**config.mk**
```make
export PLATFORM = sky130hd
export DESIGN_NAME = pwm_gen
export DESIGN_NICKNAME = d
export VERILOG_FILES = /design/src/rtl/pwm_gen.sv
export SDC_FILE = /design/constraint.sdc
export NUM_CORES = 1
export LEC_CHECK = 0
export ABC_AREA = 1
export CORE_UTILIZATION = 48
export CTS_CLUSTER_SIZE = 24
export DETAILED_ROUTE_END_ITERATION = 7
export PLACE_DENSITY = 0.75
export SETUP_SLACK_MARGIN = 0.15
export SLEW_MARGIN = 10
export SYNTH_ARGS = -nofsm -noshare
export SYNTH_HDL_FRONTEND = slang
export SYNTH_SLANG_ARGS = --single-unit
```
**constraint.sdc**
```tcl
create_clock -name clk -period 1.6 [get_ports clk]
set_input_delay 0.4 -clock clk [delete_from_list [all_inputs] [get_ports clk]]
set_output_delay 0.4 -clock clk [all_outputs]
set_load 0.02 [all_outputs]
```
**src/rtl/pwm_gen.sv**
```systemverilog
// Counter-based PWM generator with a one-entry shadow register for duty updates.
// New duty values are applied only at a period boundary, or immediately while disabled.
module pwm_gen #(
    parameter int                   DUTY_BITS  = 19,
    parameter bit                   INVERT     = 1'b0,
    parameter logic [DUTY_BITS-1:0] RESET_DUTY = '0
) (
    input  logic                 clk,
    input  logic                 rst,
    input  logic                 en,
    input  logic [DUTY_BITS-1:0] duty,
    input  logic                 duty_valid,
    output logic                 duty_ready,
    output logic [DUTY_BITS-1:0] active_duty,
    output logic                 period_end,
    output logic                 out
);

    localparam logic [DUTY_BITS-1:0] CNT_MAX  = '1;
    localparam logic [DUTY_BITS-1:0] CNT_LAST = CNT_MAX - DUTY_BITS'(1);

    logic [DUTY_BITS-1:0] cnt;
    logic [DUTY_BITS-1:0] pending;
    logic                 pending_full;
    logic                 boundary;
    logic                 take;
    logic                 drain;

    // Handshake: a word transfers on any rising edge where duty_valid && duty_ready.
    // duty_ready depends only on pending_full, so there is no valid->ready path;
    // upstream must hold duty stable while duty_valid is high and duty_ready is low.
    assign duty_ready = !pending_full;
    assign take       = duty_valid && !pending_full;
    assign boundary   = en && (cnt == CNT_MAX);
    // While disabled the shadow drains at once so the sequencer never stalls.
    assign drain      = pending_full && (boundary || !en);

    always_ff @(posedge clk) begin
        if (rst) begin
            cnt          <= '0;
            active_duty  <= RESET_DUTY;
            pending      <= '0;
            pending_full <= 1'b0;
            period_end   <= 1'b0;
            out          <= INVERT;
        end else begin
            cnt        <= en ? cnt + DUTY_BITS'(1) : '0;
            // Registered one clock early so the strobe lines up with cnt == all-ones.
            period_end <= en && (cnt == CNT_LAST);
            out        <= (en && (cnt < active_duty)) ^ INVERT;
            if (drain) begin
                active_duty  <= pending;
                pending_full <= 1'b0;
            end else if (take) begin
                pending      <= duty;
                pending_full <= 1'b1;
            end
        end
    end

endmodule

```
==> impl_metrics.yaml <==
synthesis:
  yosysTopAreaCell: "dfxtp_1"
  synth_top_area_share_pct: 40.61
  ys_seq_area_share_pct: 40.61
  synth_cell_types: 26
  synth_nets: 451
  avgSynthCellArea_um2: 7.250
  syn-cell-area_um2: 2958
  synth.area.top_cells: "dfxtp_1 41%, a21oi_1 9.8%, ha_1 8.5%, nand2_1 7.5%, inv_1 7.4%"
  ys_warn_count: 0
  ys_ff_latch: 60
  syn_inst: 408
place:
  placed_area_um2: 3570
  gp_congestion: 0.8563
  dp_hpwl_um: 4668
  portBuffers: 44
  dp_cells: 526
final_layout:
  stdcell_count: 571
  final_cell_mix: "58 x a21oi_1, 57 x inv_1, 51 x nand2_1, 38 x dfxtp_1"
  final_common_cell: "a21oi_1"
  area_delta_synth_final_pct: 44.59
  n_antenna_cell: 0
  nFillCells: 431
  layout-drive-gt1-share_pct: 28.02
  fin_nets: 534
  fin_area_um2: 4277
clock_network:
  cts_tree: "built"
  cts_root_buf: "clkbuf_8"
  numCtsBuffers: 9
  clkSlewWorstSetupHoldPaths_ps: 70
  htree_levels: 3
  clkSinkCount: 60
  ctsHoldBuffers: 0
  clkLatencyLatePin_ps: 350
  cts_max_path_buffers: 2
sta:
  finalSetupViolCount: 0
  rsz0062_at_grt: "yes"
  fin_skew_ps: 10.05
  fin_crit_ps: 1506
  timing.hold.ws_ps: 455.2
  slew_viol_final: 0
  clock.fmax_mhz: 663.8
  hold_viol: 0
  tightest_slew_ps: 429.5
  finalCritPeriodShare_pct: 94.16
  totalNegativeSetupSlack_ps: 0
  relSlewSlack_pct: 71.37
die:
  core_area_um2: 5921
  fp.dieW_um: 80.50
  die_area_um2: 6480
  start_util_pct: 49.96
  num_rows: 28
  io_pins: 45
  die_h_um: 80.50
power:
  p_per_area_nw_per_um2: 908.0
  cellLeakagePower_nw: 1.786
  power.total_mw: 3.883
  peakVddDrop_mv: 0.7214
flow_run:
  cap_violations: 0
status:
  status: "finished clean"
hold_path:
  holdPathStages: 2
  min_to: "pending[2]$_SDFFE_PP0P_"
  holdCritStartpoint: "pending[2]$_SDFFE_PP0P_"
  hold_class: "reg -> reg"
drt:
  wl_per_cell_um: 13.91
  drtPass1Iterations: 4
  route.detailed.drc: 0
  avgViaCountPerCell: 5.201
  routed_wl_um: 7945
  vias: 2970
  ant_nets: 0
  drt_iter0_drc: 158
worst_setup_path:
  path_class: "reg -> reg"
  r2r_start: "cnt[8]$_SDFF_PP0_"
  worst-path-max-fanout: 8
  worst_r2r_path_depth: 11
  regToRegEndpoint: "active_duty[8]$_SDFFE_PP0P_"
  cp-start-kind: "register"
  required_ps: 1840
  reg2reg_slack_ps: 90
  cp-end-kind: "register"
  crit_arrival_ps: 1750
grt:
  grt_overflow: 0
  grt_pass1_wl_um: 11850
  grt_pass1_vias: 2666
  grt.total_usage_pct: 24.17
  grt_max_degree: 41
  antenna_found_initial: 0
per-layer routing:
metal  vias up  global-route usage, %  share of wire (%)
met5         -                      0                  0
met4         0                  10.00                2.2
met3        19                  6.023                5.7
met2        89                  41.10                 50
met1      1377                  28.75                 42
li1       1485                      -                  -
critical path, cell delays in order, from the launching register on:
cell and delay, ps:
dfxtp_1 350, nand2_2 70, inv_2 70, nand2_1 60, nor2_2 140, nand3_2 110, nand2_4 120, buf_6 120
buf_16 120, nand3_1 80, nand2_1 110, nor2_1 50
layout make-up:
cell class                 count  area [µm²]  share of cell area, %
sequential                    60        1241                  29.02
tap                           75       93.84                  2.194
multi-input combinational    266        1587                  37.10
clock buffer                  10       137.6                  3.218
timing repair buffer          92       873.3                  20.42
inverter                      62       232.7                  5.442
clock inverter                 6       111.4                  2.604
cell families after synthesis:
group	Yosys count	share of synthesized area (%)
flip-flops	60	40.61
buffers and inverters	82	11.42
adder cells (fa/ha/maj)	20	8.460
XOR/XNOR	5	1.481
AO/OA/AOI/OAI	88	15.14
AND/OR/NAND/NOR	153	22.88
sequential cells by signal, summed over array words and instances (netlist names):
name and flops:
pending 19, pending_full 1, cnt 19, active_duty 19
out 1, period_end 1
synth_stat cells:
cell      count
a21oi_1      58
buf_1         3
buf_2         6
buf_4         1
buf_6         1
buf_8         1
clkbuf_1      8
dfxtp_1      60
ha_1         20
inv_1        58
inv_2         4
nand2_1      59
nand2_2       2
nand3_1      32
nand3_2       2
nand4_1       7
nor2_1       40
nor2_2        2
nor2_4        1
nor3_1        7
nor3_2        1
o211a_1       1
o21a_1        1
o21ai_0      28
xnor2_1       2
xor2_1        3
metrics by stage:
step           setup slack (ps)  util (%)
2_1_floorplan             150.5         -
3_3_place_gp              12.55     60.29
3_5_place_dp             -6.944     60.29
4_1_cts                   106.6     69.48
5_1_grt                   23.77     72.23
6_report                  93.52     72.23
worst max path at each step:
stage,slack (ps),startpoint,endpoint,depth (start not counted)
floorplan,150,cnt[0]$_SDFF_PP0_,active_duty[10]$_SDFFE_PP0P_,10
global placement,10,en,out$_SDFF_PP0_,8
detailed placement,-7,en,out$_SDFF_PP0_,8
CTS,110,active_duty[7]$_SDFFE_PP0P_,active_duty[7],1
global route,20,cnt[8]$_SDFF_PP0_,active_duty[8]$_SDFFE_PP0P_,11
finish,90,cnt[8]$_SDFF_PP0_,active_duty[8]$_SDFFE_PP0P_,11
report_power, final:
part	switching, mW	internal [mW]
combinational	0.304	0.251
sequential	0.0423	1.56
clock	0.645	1.08
repair_timing:
item | in CTS | in global routing
hold endpoints to repair | 0 | 0
gates resized for setup | 74 | 50
cloned | 3 | 0
setup endpoints to repair | 45 | 43
setup buffers | 17 | 9
pin swaps | 7 | 25
(Power assumes the default switching activity.)
